### config.mk
export PLATFORM = sky130hd
export DESIGN_NAME = seg_scan_driver_flat
export DESIGN_NICKNAME = d
export VERILOG_FILES = /design/src/rtl/seg_scan_driver_pkg.sv /design/src/rtl/seg_scan_driver_if.sv /design/src/rtl/seg_scan_driver_tick_counter.sv /design/src/rtl/seg_scan_driver.sv /design/src/flat_wrapper.sv
export SDC_FILE = /design/constraint.sdc
export NUM_CORES = 1
export LEC_CHECK = 0
export ABC_AREA = 1
export BUFFER_PORTS_ARGS = -buffer_cell sky130_fd_sc_hd__buf_2
export CORE_MARGIN = 3
export CORE_UTILIZATION = 62
export CTS_BUF_LIST = sky130_fd_sc_hd__clkbuf_8
export DETAILED_ROUTE_END_ITERATION = 10
export PLACE_DENSITY = 0.88
export RECOVER_POWER = 100
export SETUP_SLACK_MARGIN = 0.15
export SLEW_MARGIN = 15
export SYNTH_ARGS = -nofsm -noshare
export SYNTH_HDL_FRONTEND = slang
export SYNTH_SLANG_ARGS = --single-unit
### constraint.sdc
create_clock -name clk -period 3.3 [get_ports clk]
set_clock_uncertainty 0.05 [all_clocks]
set_input_delay 0.165 -clock clk [delete_from_list [all_inputs] [get_ports clk]]
set_output_delay 0.165 -clock clk [all_outputs]
set_load 0.03 [all_outputs]
### src/rtl/seg_scan_driver_pkg.sv
// Shared definitions for the 6-digit segment scanner: digit count, FSM states,
// 7-segment glyphs (bit=1 lit, bit[6:0]=g..a) and pin-polarity helpers.
package seg_scan_driver_pkg;

  localparam int NUM_DIGITS = 6;

  typedef logic [6:0]            seg_t;
  typedef logic [NUM_DIGITS-1:0] dig_t;

  typedef enum logic [1:0] {
    ST_IDLE  = 2'd0,
    ST_BLANK = 2'd1,
    ST_SHOW  = 2'd2
  } state_e;

  localparam seg_t SEG_BLANK = 7'h00;

  localparam seg_t GLYPH_0 = 7'h3F;
  localparam seg_t GLYPH_1 = 7'h06;
  localparam seg_t GLYPH_2 = 7'h5B;
  localparam seg_t GLYPH_3 = 7'h4F;
  localparam seg_t GLYPH_4 = 7'h66;
  localparam seg_t GLYPH_5 = 7'h6D;
  localparam seg_t GLYPH_6 = 7'h7D;
  localparam seg_t GLYPH_7 = 7'h07;
  localparam seg_t GLYPH_8 = 7'h7F;
  localparam seg_t GLYPH_9 = 7'h6F;

  function automatic seg_t seg_pin(seg_t lit, bit active_low);
    return active_low ? ~lit : lit;
  endfunction

  function automatic dig_t dig_pin(dig_t sel, bit active_low);
    return active_low ? ~sel : sel;
  endfunction

endpackage

### src/rtl/seg_scan_driver_if.sv
// Display bus between the ALU (master: enable + six patterns) and the scanner
// (slave: shared segment bus, digit enables, frame strobe).
interface seg_scan_driver_if;
  import seg_scan_driver_pkg::*;

  logic en;
  seg_t d1, d2, d3, d4, d5, d6;
  seg_t seg;
  dig_t dig_en;
  logic frame_done;

  modport master (
    output en, d1, d2, d3, d4, d5, d6,
    input  seg, dig_en, frame_done
  );

  modport slave (
    input  en, d1, d2, d3, d4, d5, d6,
    output seg, dig_en, frame_done
  );

endinterface

### src/rtl/seg_scan_driver_tick_counter.sv
// Modulo-CLK_DIV slot counter, cleared by the scan FSM; flags the last blank
// clock and the last clock of each digit slot.
module seg_scan_driver_tick_counter #(
  parameter int CLK_DIV      = 1000,
  parameter int BLANK_CYCLES = 16,
  parameter int CW           = 10
) (
  input  logic clk,
  input  logic rst,
  input  logic clr_i,
  output logic blank_end_o,
  output logic slot_end_o
);

  logic [CW-1:0] count_q, count_d;

  always_comb begin
    slot_end_o  = (count_q == CW'(CLK_DIV - 1));
    blank_end_o = (BLANK_CYCLES != 0) && (count_q == CW'(BLANK_CYCLES - 1));
    count_d     = (clr_i || slot_end_o) ? '0 : count_q + 1'b1;
  end

  always_ff @(posedge clk or posedge rst) begin
    if (rst) count_q <= '0;
    else     count_q <= count_d;
  end

endmodule

### src/rtl/seg_scan_driver.sv
// Time-multiplexes six 7-seg patterns onto one segment bus; first BLANK is visible
// one clock after en is sampled, frame = 6*CLK_DIV clocks; no backpressure.
module seg_scan_driver
  import seg_scan_driver_pkg::*;
#(
  parameter int CLK_DIV        = 1000,
  parameter int BLANK_CYCLES   = 16,
  parameter bit SEG_ACTIVE_LOW = 1'b1,
  parameter bit DIG_ACTIVE_LOW = 1'b1
) (
  input  logic             clk,
  input  logic             reset,
  seg_scan_driver_if.slave bus
);

  localparam int   CW      = (CLK_DIV > 1) ? $clog2(CLK_DIV) : 1;
  localparam seg_t SEG_OFF = seg_pin(SEG_BLANK, SEG_ACTIVE_LOW);
  localparam dig_t DIG_OFF = dig_pin('0, DIG_ACTIVE_LOW);

  state_e                         state_q;
  logic [2:0]                     idx_q, idx_d;
  logic [NUM_DIGITS-1:0][6:0]     snap_q, snap_d, d_in;
  seg_t                           seg_q;
  dig_t                           dig_q;
  logic                           frame_done_q;
  logic                           last_d;
  logic                           clr, blank_end, slot_end;

  assign d_in = {bus.d6, bus.d5, bus.d4, bus.d3, bus.d2, bus.d1};
  assign clr  = (state_q == ST_IDLE) || !bus.en;

  seg_scan_driver_tick_counter #(
    .CLK_DIV      (CLK_DIV),
    .BLANK_CYCLES (BLANK_CYCLES),
    .CW           (CW)
  ) u_tick (
    .clk         (clk),
    .rst         (reset),
    .clr_i       (clr),
    .blank_end_o (blank_end),
    .slot_end_o  (slot_end)
  );

  // Index and snapshot to use once the current slot ends; the snapshot only
  // refreshes at the frame wrap so a digit never changes while shown.
  always_comb begin
    last_d = (idx_q == 3'(NUM_DIGITS - 1));
    idx_d  = last_d ? 3'd0 : idx_q + 3'd1;
    snap_d = last_d ? d_in : snap_q;
  end

  always_ff @(posedge clk or posedge reset) begin
    if (reset) begin
      state_q      <= ST_IDLE;
      idx_q        <= '0;
      snap_q       <= '0;
      seg_q        <= SEG_OFF;
      dig_q        <= DIG_OFF;
      frame_done_q <= 1'b0;
    end else begin
      frame_done_q <= 1'b0;
      if (!bus.en) begin
        state_q <= ST_IDLE;
        idx_q   <= '0;
        seg_q   <= SEG_OFF;
        dig_q   <= DIG_OFF;
      end else begin
        case (state_q)
          ST_IDLE: begin
            snap_q <= d_in;
            idx_q  <= '0;
            if (BLANK_CYCLES == 0) begin
              state_q <= ST_SHOW;
              seg_q   <= seg_pin(bus.d1, SEG_ACTIVE_LOW);
              dig_q   <= dig_pin(dig_t'(1), DIG_ACTIVE_LOW);
            end else begin
              state_q <= ST_BLANK;
              seg_q   <= SEG_OFF;
              dig_q   <= DIG_OFF;
            end
          end
          ST_BLANK: begin
            if (blank_end) begin
              state_q <= ST_SHOW;
              seg_q   <= seg_pin(snap_q[idx_q], SEG_ACTIVE_LOW);
              dig_q   <= dig_pin(dig_t'(1) << idx_q, DIG_ACTIVE_LOW);
            end
          end
          ST_SHOW: begin
            if (slot_end) begin
              idx_q        <= idx_d;
              snap_q       <= snap_d;
              frame_done_q <= last_d;
              // Without a blank gap the next digit goes straight on the bus.
              if (BLANK_CYCLES == 0) begin
                seg_q <= seg_pin(snap_d[idx_d], SEG_ACTIVE_LOW);
                dig_q <= dig_pin(dig_t'(1) << idx_d, DIG_ACTIVE_LOW);
              end else begin
                state_q <= ST_BLANK;
                seg_q   <= SEG_OFF;
                dig_q   <= DIG_OFF;
              end
            end
          end
          default: begin
            state_q <= ST_IDLE;
            seg_q   <= SEG_OFF;
            dig_q   <= DIG_OFF;
          end
        endcase
      end
    end
  end

  assign bus.seg        = seg_q;
  assign bus.dig_en     = dig_q;
  assign bus.frame_done = frame_done_q;

endmodule

### src/flat_wrapper.sv
// flat-port wrapper written by rule: the top's interface ports become plain ports
module seg_scan_driver_flat import seg_scan_driver_pkg::*;
#(
  parameter int CLK_DIV        = 1000,
  parameter int BLANK_CYCLES   = 16,
  parameter bit SEG_ACTIVE_LOW = 1'b1,
  parameter bit DIG_ACTIVE_LOW = 1'b1
)
  (clk, reset, bus_en, bus_d1, bus_d2, bus_d3, bus_d4, bus_d5, bus_d6, bus_seg, bus_dig_en, bus_frame_done);
  seg_scan_driver_if bus_i ();
  input  logic clk;
  input  logic reset;
  input wire logic [$bits(bus_i.en)-1:0] bus_en;
  input wire logic [$bits(bus_i.d1)-1:0] bus_d1;
  input wire logic [$bits(bus_i.d2)-1:0] bus_d2;
  input wire logic [$bits(bus_i.d3)-1:0] bus_d3;
  input wire logic [$bits(bus_i.d4)-1:0] bus_d4;
  input wire logic [$bits(bus_i.d5)-1:0] bus_d5;
  input wire logic [$bits(bus_i.d6)-1:0] bus_d6;
  output wire logic [$bits(bus_i.seg)-1:0] bus_seg;
  output wire logic [$bits(bus_i.dig_en)-1:0] bus_dig_en;
  output wire logic [$bits(bus_i.frame_done)-1:0] bus_frame_done;
  assign bus_i.en = bus_en;
  assign bus_i.d1 = bus_d1;
  assign bus_i.d2 = bus_d2;
  assign bus_i.d3 = bus_d3;
  assign bus_i.d4 = bus_d4;
  assign bus_i.d5 = bus_d5;
  assign bus_i.d6 = bus_d6;
  assign bus_seg = bus_i.seg;
  assign bus_dig_en = bus_i.dig_en;
  assign bus_frame_done = bus_i.frame_done;
  seg_scan_driver #(.CLK_DIV(CLK_DIV), .BLANK_CYCLES(BLANK_CYCLES), .SEG_ACTIVE_LOW(SEG_ACTIVE_LOW), .DIG_ACTIVE_LOW(DIG_ACTIVE_LOW)) u_core (.clk(clk), .reset(reset), .bus(bus_i));
endmodule
======== Yosys cells after proc, flatten, opt, wreduce, memory -nomap -nowiden ========
Cells that the tools add are included.
cells by class
  $add $sub $neg .......................... 2
  shift-type cells ........................ 1
  muxes and demuxes ....................... 25
  reductions and logical operators ........ 8
  divide/modulo/power cells ............... 0
  multiply operators ...................... 0
  equal/unequal tests ..................... 10
  order comparisons ....................... 1
  bitwise logic cells ..................... 2
operators with widths
  kind                     number
  $mux W42                 2
  $pmux W42 S2             1
  $mux W7                  4
  $bmux W7 S3              1
  $mux W6                  3
  $pmux W7 S2              1
  $pmux W6 S2              1
  $add A10 B1 Y10 const B  1
  $eq A10 B10 Y1 const B   1
  $eq A10 B4 Y1 const B    1
  $mux W10                 1
  $mux W3                  3
  $not A7 Y7               1
  $mux W2                  3
  $ne A3 B2 Y1 const B     2
  $not A6 Y6               1
  $pmux W2 S3              1
  $pmux W3 S2              1
  $shl A1 B3 Y6 const A    1
  $lt A3 B4 Y1 const B     1
  $ne A2 B1 Y1 const B     2
  $reduce_and A2 Y1        2
  $reduce_and A4 Y1        1
  $add A3 B1 Y3 const B    1
  other kinds (9)          12
word-level totals
  RAM bits ................................ 0
  output and inout port bits .............. 14
  bits in read-only memories .............. 0
  memories ................................ 0
  flip-flop bits (word level) ............. 71
  bits in latches ......................... 0

======== Longest topological paths before layout ========
Gate-level depths: netlist of run 1.
  depth after elaboration ................. 6
  gate-level depth with buffers ........... 10

======== Hierarchy ========
From an unflattened synthesis of run 1, not the netlist that was laid out.
unflattened totals
  cells, all modules ...................... 452
  area total of the unflattened synthesis .. 3525.9 um^2
by module, submodules not included
  module                        area each (um^2)  cells each  seq. area each (um^2)  instances
  seg_scan_driver               2966.6            381         1542.7                 1
  seg_scan_driver_tick_counter  559.3             71          250.2                  1

======== Least setup slack after synthesis of run 1 ========
Ideal clock, no wire load.
  path type ............................... flip-flop to flip-flop
  start point ............................. reg u_core.u_tick.count_q[0]
  end point ............................... reg u_core.snap_q[21] (netlist name)
  library setup time ...................... 117 ps
  clock period less this slack ............ 1526 ps
  path slack .............................. 1774 ps
  data arrival time ....................... 1360 ps
  cell stages (with the launch flop) ...... 11
  data required time ...................... 3133 ps
  cell sequence ........................... dfrtp_1 -> ha_1 -> nand2_2 -> nor2_2 -> nand3_2 -> nand2_1 -> nand3_2 -> buf_6 -> buf_6 -> nand2_2 -> o21ai_2
on the way
  word-level cells in the longest chain between the ends .. 3
ends and longest elaborated chain
  element                      RTL line                            RTL
  start: declaration           seg_scan_driver_tick_counter.sv:15  logic [CW-1:0] count_q, count_d;
  start signal: assignment     seg_scan_driver_tick_counter.sv:25  else count_q <= count_d;
  $eq A10 B10 Y1               seg_scan_driver_tick_counter.sv:18  slot_end_o = (count_q == CW'(CLK_DIV - 1));
  $ne A2 B1 Y1 (no line)       -
  $reduce_and A4 Y1 (no line)  -
  end signal: assignment       seg_scan_driver.sv:70               snap_q <= d_in;
  end signal: assignment       seg_scan_driver.sv:92               snap_q <= snap_d;
  end: declaration             seg_scan_driver.sv:22               logic [NUM_DIGITS-1:0][6:0] snap_q, snap_d, d_in;
No other way between the ends.
A chain may end at the register's enable or synchronous reset.

======== Final worst setup path of run 1 ========
  start point ............................. reg u_core.idx_q[0]
  end point ............................... reg u_core.snap_q[37] (netlist name)
on the way
  word-level cells in the longest chain between the ends .. 3
ends and longest elaborated chain
  element                      RTL line               RTL
  start: declaration           seg_scan_driver.sv:21  logic [2:0] idx_q, idx_d;
  start signal: assignment     seg_scan_driver.sv:91  idx_q <= idx_d;
  $eq A3 B3 Y1                 seg_scan_driver.sv:47  last_d = (idx_q == 3'(NUM_DIGITS - 1));
  $ne A2 B1 Y1 (no line)       -
  $reduce_and A4 Y1 (no line)  -
No other way between the ends.

==> results of run 1 <==
[flip-flops by register name (all words and copies together) (netlist names)]
name,flops
u_core.bus.dig_en,6
u_core.snap_q,42
u_core.bus.seg,7
u_core.bus.frame_done,1
u_core.state_q,2
u_core.u_tick.count_q,10
u_core.idx_q,3
[power by group through the flow]
stage	Combinational, mW	Sequential (mW)	Clock (mW)
after floorplan	0.311	1.10	0
after global placement	0.374	1.12	0
after detailed placement	0.394	1.12	0
after CTS	0.401	1.11	0.796
after global routing	0.403	1.12	0.840
final	0.346	1.11	0.798
[worst max-delay path, delay by kind of cell (launching register included)]
family	cells	cell delay (ns)
buffers and inverters	1	0.10
flip-flops	1	0.70
AND/OR/NAND/NOR	4	1.13
AO/OA/AOI/OAI	1	0.47
[synthesized netlist by cell type]
cell type and n:
a21oi_1 21, buf_2 4, buf_4 1, buf_6 8, clkbuf_1 4, dfrtp_1 58
dfstp_2 13, ha_1 2, inv_1 56, inv_2 3, inv_4 1, nand2_1 147
nand2_2 9, nand2_4 1, nand3_1 6, nand3_2 2, nand3b_1 1, nor2_1 40
nor2_2 2, nor2_8 1, nor3_1 5, nor4_1 4, o21ai_0 12, o21ai_1 18
o21ai_2 22, o21bai_1 2, xor2_1 1
[how the worst max path moves through the flow]
stage / endpoint / depth (start not counted) / slack, ns / from
floorplan: u_core.bus.frame_done / 1 / 1.31 / reset
global placement: u_core.snap_q[16] / 6 / 0.84 / u_core.idx_q[0]
detailed placement: u_core.snap_q[16] / 6 / 0.72 / u_core.idx_q[0]
CTS: u_core.snap_q[16] / 6 / 0.67 / u_core.idx_q[0]
global route: u_core.snap_q[37] / 6 / 0.43 / u_core.idx_q[0]
finish: u_core.snap_q[37] / 6 / 0.70 / u_core.idx_q[0]
[cells by family after synthesis]
family,share of synthesized area (%)
adder cells (fa/ha/maj),0.703
buffers and inverters,10.1
AO/OA/AOI/OAI,13.0
flip-flops,50.4
AND/OR/NAND/NOR,25.6
XOR/XNOR,0.246
[routing by layer]
layer | up-vias | global-route usage [%] | part of all wire [%]
met2 | 96 | 42.2 | 51
li1 | 1486 | - | -
met1 | 1369 | 30.9 | 42
met5 | - | 0 | 0
met3 | 20 | 4.71 | 5.4
met4 | 0 | 11.3 | 2.3
[area by class of cell]
class	count	area, um2	share of cell area (%)
clock buffer	11	151	3.80
inverter	60	228	5.71
multi-input combinational	296	1320	33.1
tap	70	87.6	2.20
timing repair buffer	64	325	8.16
clock inverter	5	80.1	2.01
sequential	71	1790	45.0
[repair_timing]
item	in CTS	in global routing
hold buffers	4	0
hold endpoints to repair	47	0
setup endpoints to repair	0	0
==> metrics.csv, run 1 <==
metric,value,unit
whs_path_depth,3,
final_core_util,74.7,%
drv_cap,1,
grt.total_usage,24.9,%
reg2reg_to,u_core.snap_q[37],
finalInstanceArea,0.00399,mm2
hold_start,bus_d1[3],
synth_cell_type_count,27,
ys.warnings.count,0,
hold_path_class,input pin to flip-flop,
vias,2971,
post-dp-hpwl,5310,um
clkPwrFrac,35.4,%
synth_top_area_cell,dfrtp_1,
fp.dieH,81.8,um
hold_viol,0,
tritoncts,built,
synth_top_area_share,40.8,%
n_antenna_cell,0,
violations,"max-capacitance violations, max-slew violations",
drc_errors,0,
cp_common_cell,nand2_1,
grt_pass1_wl,12600,um
p_seq_share,49.3,%
crit_arrival,2.78,ns
placed_cells,557,
gp_congestion,0.908,
cts_made_buffers,9,
clockBufferDepth,2,
initial_core_util,66.7,%
ant_nets,0,
nFillCells,446,
slowest_stage,dfrtp_1,
synth_area_leaders,"dfrtp_1 41%, nand2_1 16%, dfstp_2 9.6%",
max_freq,385,MHz
hold_end,u_core.snap_q[3],
pre_cts_ws,0.717,ns
drt-total-wl,7590,um
antenna_found_initial,0,
drt_iter0_drc,179,
layout_commonest_cell,nand2_1,
die_area,0.00669,mm2
p_sw_share,28.6,%
syn_to_final_growth,12.0,%
slew_violations,46,
portBuffers,58,
grt_max_degree,85,
crit_path_start_kind,flip-flop,
synth_area,0.00356,mm2
syn_nets,491,
max_slew_margin,-10.0,%
max_stage_delay,0.70,ns
dr.pass1.iters,5,
fin_setup_tns,0,ns
io_pins,59,
wire_per_inst,13.2,um
r2r_start,u_core.idx_q[0],
core_area,0.00534,mm2
syn_inst,444,
drive_above_1_share,17.8,%
std_cell_rows,26,
p_leak,2.09,nW
cts.reportedPaths.clkPinSlew,0.08,ns
layout_common_cells,"153 x nand2_1, 58 x dfrtp_1, 57 x inv_1",
period_minus_slack,2.60,ns
regToRegSetupSlack,0.70,ns
drt-vias-per-instance,5.15,
cp.required,3.48,ns
root_buffer,clkbuf_8,
grt_pass1_vias,2827,
worstPathCellList,nand2_1 > nor2_8 > inv_1 > nand2_1 > nand3_4 > o21ai_0,
cts.htree.levels,3,
ctsResizeCount,0,
pwr-share-comb,15.4,%
p_int,1.61,mW
syn_avg_cell_area,8.02,um2
synth_seq_area_share,50.4,%
ys_ff_latch,71,
rsz0062_at_grt,no,
clkLatencyLatePin,0.35,ns
finalCritPeriodShare,78.8,%
worst_slack,0.700,ns
setup_violations,0,
rr_worst_depth,6,
p_per_area,566,mW/mm2
worst_pin_slew,1.65,ns
critPathCaptureType,flip-flop,
clock_sinks,71,
power,2.26,mW
critPathMaxFanout,84,
nets,549,
power.switching,645,uW
post_cts_buffers,0,
grt-ovfl-total,0,
crit_type,flip-flop to flip-flop,
status,"finished, violations left",
place_area,0.00383,mm2
die_x,81.8,um
whs,0.00193,ns
ir_drop,0.287,mV
fin_cells,577,
(Power assumes the default switching activity.)
==> inputs of run 2 (changes only) <==
--- a/config.mk
+++ b/config.mk
@@ -8,10 +8,10 @@
 export ABC_AREA = 1
 export BUFFER_PORTS_ARGS = -buffer_cell sky130_fd_sc_hd__buf_2
 export CORE_MARGIN = 3
-export CORE_UTILIZATION = 62
+export CORE_UTILIZATION = 58
 export CTS_BUF_LIST = sky130_fd_sc_hd__clkbuf_8
 export DETAILED_ROUTE_END_ITERATION = 10
-export PLACE_DENSITY = 0.88
+export PLACE_DENSITY = 0.83
 export RECOVER_POWER = 100
 export SETUP_SLACK_MARGIN = 0.15
 export SLEW_MARGIN = 15
==> constraint.sdc (replaced) <==
create_clock -name clk -period 2.7 [get_ports clk]
set_clock_uncertainty 0.05 [all_clocks]
set_input_delay 0.135 -clock clk [delete_from_list [all_inputs] [get_ports clk]]
set_output_delay 0.135 -clock clk [all_outputs]
set_load 0.03 [all_outputs]
==> run 2 against run 1 <==
Compared with the run above: the flow now finishes without violations; largest power group unchanged; combinational power is 43% higher; wire length is 12% higher; sequential power is 22% higher; sequential share of layout area is 3.5 points lower; critical path depth is 3 higher.
==> metrics.csv, run 2 (synthesized netlist as in run 1, its figures left out) <==
metric,value,unit,change
p_per_area,646,mW/mm2,was 566 mW/mm2
drt-total-wl,8460,um,was 7590 um
drc_errors,0,,unchanged
worst_pin_slew,1.30,ns,was 1.65 ns
clkLatencyLatePin,0.35,ns,about the same
layout_common_cells,"154 x nand2_1, 59 x inv_1, 58 x dfrtp_1",,"was 153 x nand2_1, 58 x dfrtp_1, 57 x inv_1"
initial_core_util,62.3,%,was 66.7%
cts.htree.levels,3,,unchanged
io_pins,59,,unchanged
power,2.80,mW,was 2.26 mW
clock_sinks,71,,unchanged
clockBufferDepth,2,,unchanged
crit_arrival,2.52,ns,was 2.78 ns
die_area,0.00711,mm2,was 0.00669 mm2
post_cts_buffers,0,,unchanged
drt-vias-per-instance,5.09,,was 5.15
hold_viol,0,,unchanged
post-dp-hpwl,5590,um,was 5310 um
hold_path_class,input pin to flip-flop,,unchanged
cts_made_buffers,9,,unchanged
grt_max_degree,37,,was 85
grt_pass1_vias,3102,,was 2827
p_leak,2.25,nW,was 2.09 nW
status,completed,,"was finished, violations left"
crit_path_start_kind,flip-flop,,unchanged
tritoncts,built,,unchanged
grt-ovfl-total,0,,unchanged
dr.pass1.iters,5,,unchanged
worstPathCellList,clkinvlp_2 > nand2_1 > nor2_8 > inv_1 > nand2_1 > nand3_4 > buf_12 > nand2_1 > o21ai_0,,was nand2_1 > nor2_8 > inv_1 > nand2_1 > nand3_4 > o21ai_0
largest_reg_flops,42,,unchanged
cp_common_cell,nand2_1,,unchanged
max_slew_margin,13.3,%,was -10.0%
cp.required,2.90,ns,was 3.48 ns
critPathMaxFanout,30,,was 84
ant_nets,0,,unchanged
gp_congestion,0.857,,was 0.908
nets,581,,was 549
nFillCells,444,,was 446
cts.reportedPaths.clkPinSlew,0.07,ns,was 0.08 ns
period_minus_slack,2.32,ns,was 2.60 ns
critPathCaptureType,flip-flop,,unchanged
finalCritPeriodShare,86.0,%,was 78.8%
whs,0.00939,ns,was 0.00193 ns
max_freq,431,MHz,was 385 MHz
largest_register,u_core.snap_q,,unchanged
core_area,0.00571,mm2,was 0.00534 mm2
pre_cts_ws,0.565,ns,was 0.717 ns
crit_type,flip-flop to flip-flop,,unchanged
std_cell_rows,27,,was 26
worst_slack,0.378,ns,was 0.700 ns
drv_cap,0,,was 1
die_x,84.3,um,was 81.8 um
ir_drop,0.397,mV,was 0.287 mV
antenna_found_initial,0,,unchanged
wire_per_inst,13.9,um,was 13.2 um
max_stage_delay,0.53,ns,was 0.70 ns
setup_violations,0,,unchanged
ctsResizeCount,0,,unchanged
syn_to_final_growth,21.6,%,was 12.0%
slowest_stage,dfrtp_1,,unchanged
placed_cells,562,,was 557
drt_iter0_drc,279,,was 179
grt_pass1_wl,14100,um,was 12600 um
slew_violations,0,,was 46
grt.total_usage,24.9,%,about the same
layout_commonest_cell,nand2_1,,unchanged
rsz0062_at_grt,no,,unchanged
portBuffers,58,,unchanged
vias,3110,,was 2971
root_buffer,clkbuf_8,,unchanged
fin_cells,611,,was 577
n_antenna_cell,0,,unchanged
fp.dieH,84.3,um,was 81.8 um
drive_above_1_share,17.4,%,was 17.8%
fin_setup_tns,0,ns,unchanged
-- run 2: critical path: cells and delay by family, from the launching register on --
| family | cells | cell delay [ns] |
|---|---|---|
| buffers and inverters | 3 | 0.74 |
| and+or+nand+nor | 5 | 0.80 |
| AOI/OAI and AO/OA | 1 | 0.09 |
| DFF | 1 | 0.53 |
-- run 2: per-layer routing --
layer / up-vias / GRT usage [%] / wire length (um)
met5: - / 0 / 0
met4: 0 / 11.4 / 267
met3: 28 / 5.99 / 438
met2: 96 / 41.2 / 4180
met1: 1434 / 30.8 / 3580
li1: 1552 / - / -
-- run 2: path summary, 6_finish.rpt --
path                                     startpoint                       end  slack, ns  cells past startpoint
max                                 u_core.idx_q[1]         u_core.snap_q[35]       0.38                      9
min                                       bus_d6[6]         u_core.snap_q[41]      0.009                      3
max reg2reg                         u_core.idx_q[1]         u_core.snap_q[35]       0.38                      9
min reg2reg                u_core.u_tick.count_q[0]  u_core.u_tick.count_q[0]       0.42                      1
max in group asynchronous                     reset         u_core.snap_q[34]       0.81                      4
min in group asynchronous                     reset          u_core.snap_q[3]       0.63                      3
-- run 2: report_power, final --
group	switching, mW	internal [mW]	total (mW)
logic	0.293	0.201	0.494
registers	0.111	1.24	1.35
clock network	0.385	0.563	0.948
-- run 2: through the flow --
step	area, um2	utilization, %
2_1_floorplan	3560	-
3_3_place_gp	3880	67.9
3_5_place_dp	3880	67.9
4_1_cts	4430	77.6
5_1_grt	4330	75.8
6_report	4330	75.8
-- run 2: cell type report --
type	instances	area, um2	area share (%)
Inverter	60	226	5.23
Clock inverter	5	72.6	1.68
Tap cell	72	90.1	2.08
Clock buffer	11	151	3.50
Multi-Input combinational cell	296	1330	30.8
Timing Repair Buffer	96	661	15.3
Sequential cell	71	1790	41.4
-- run 2: what timing repair did --
action | 4_1_cts | 5_1_grt
hold endpoints to repair | 53 | 0
endpoints found under the setup margin | 0 | 0
hold buffers | 33 | 0
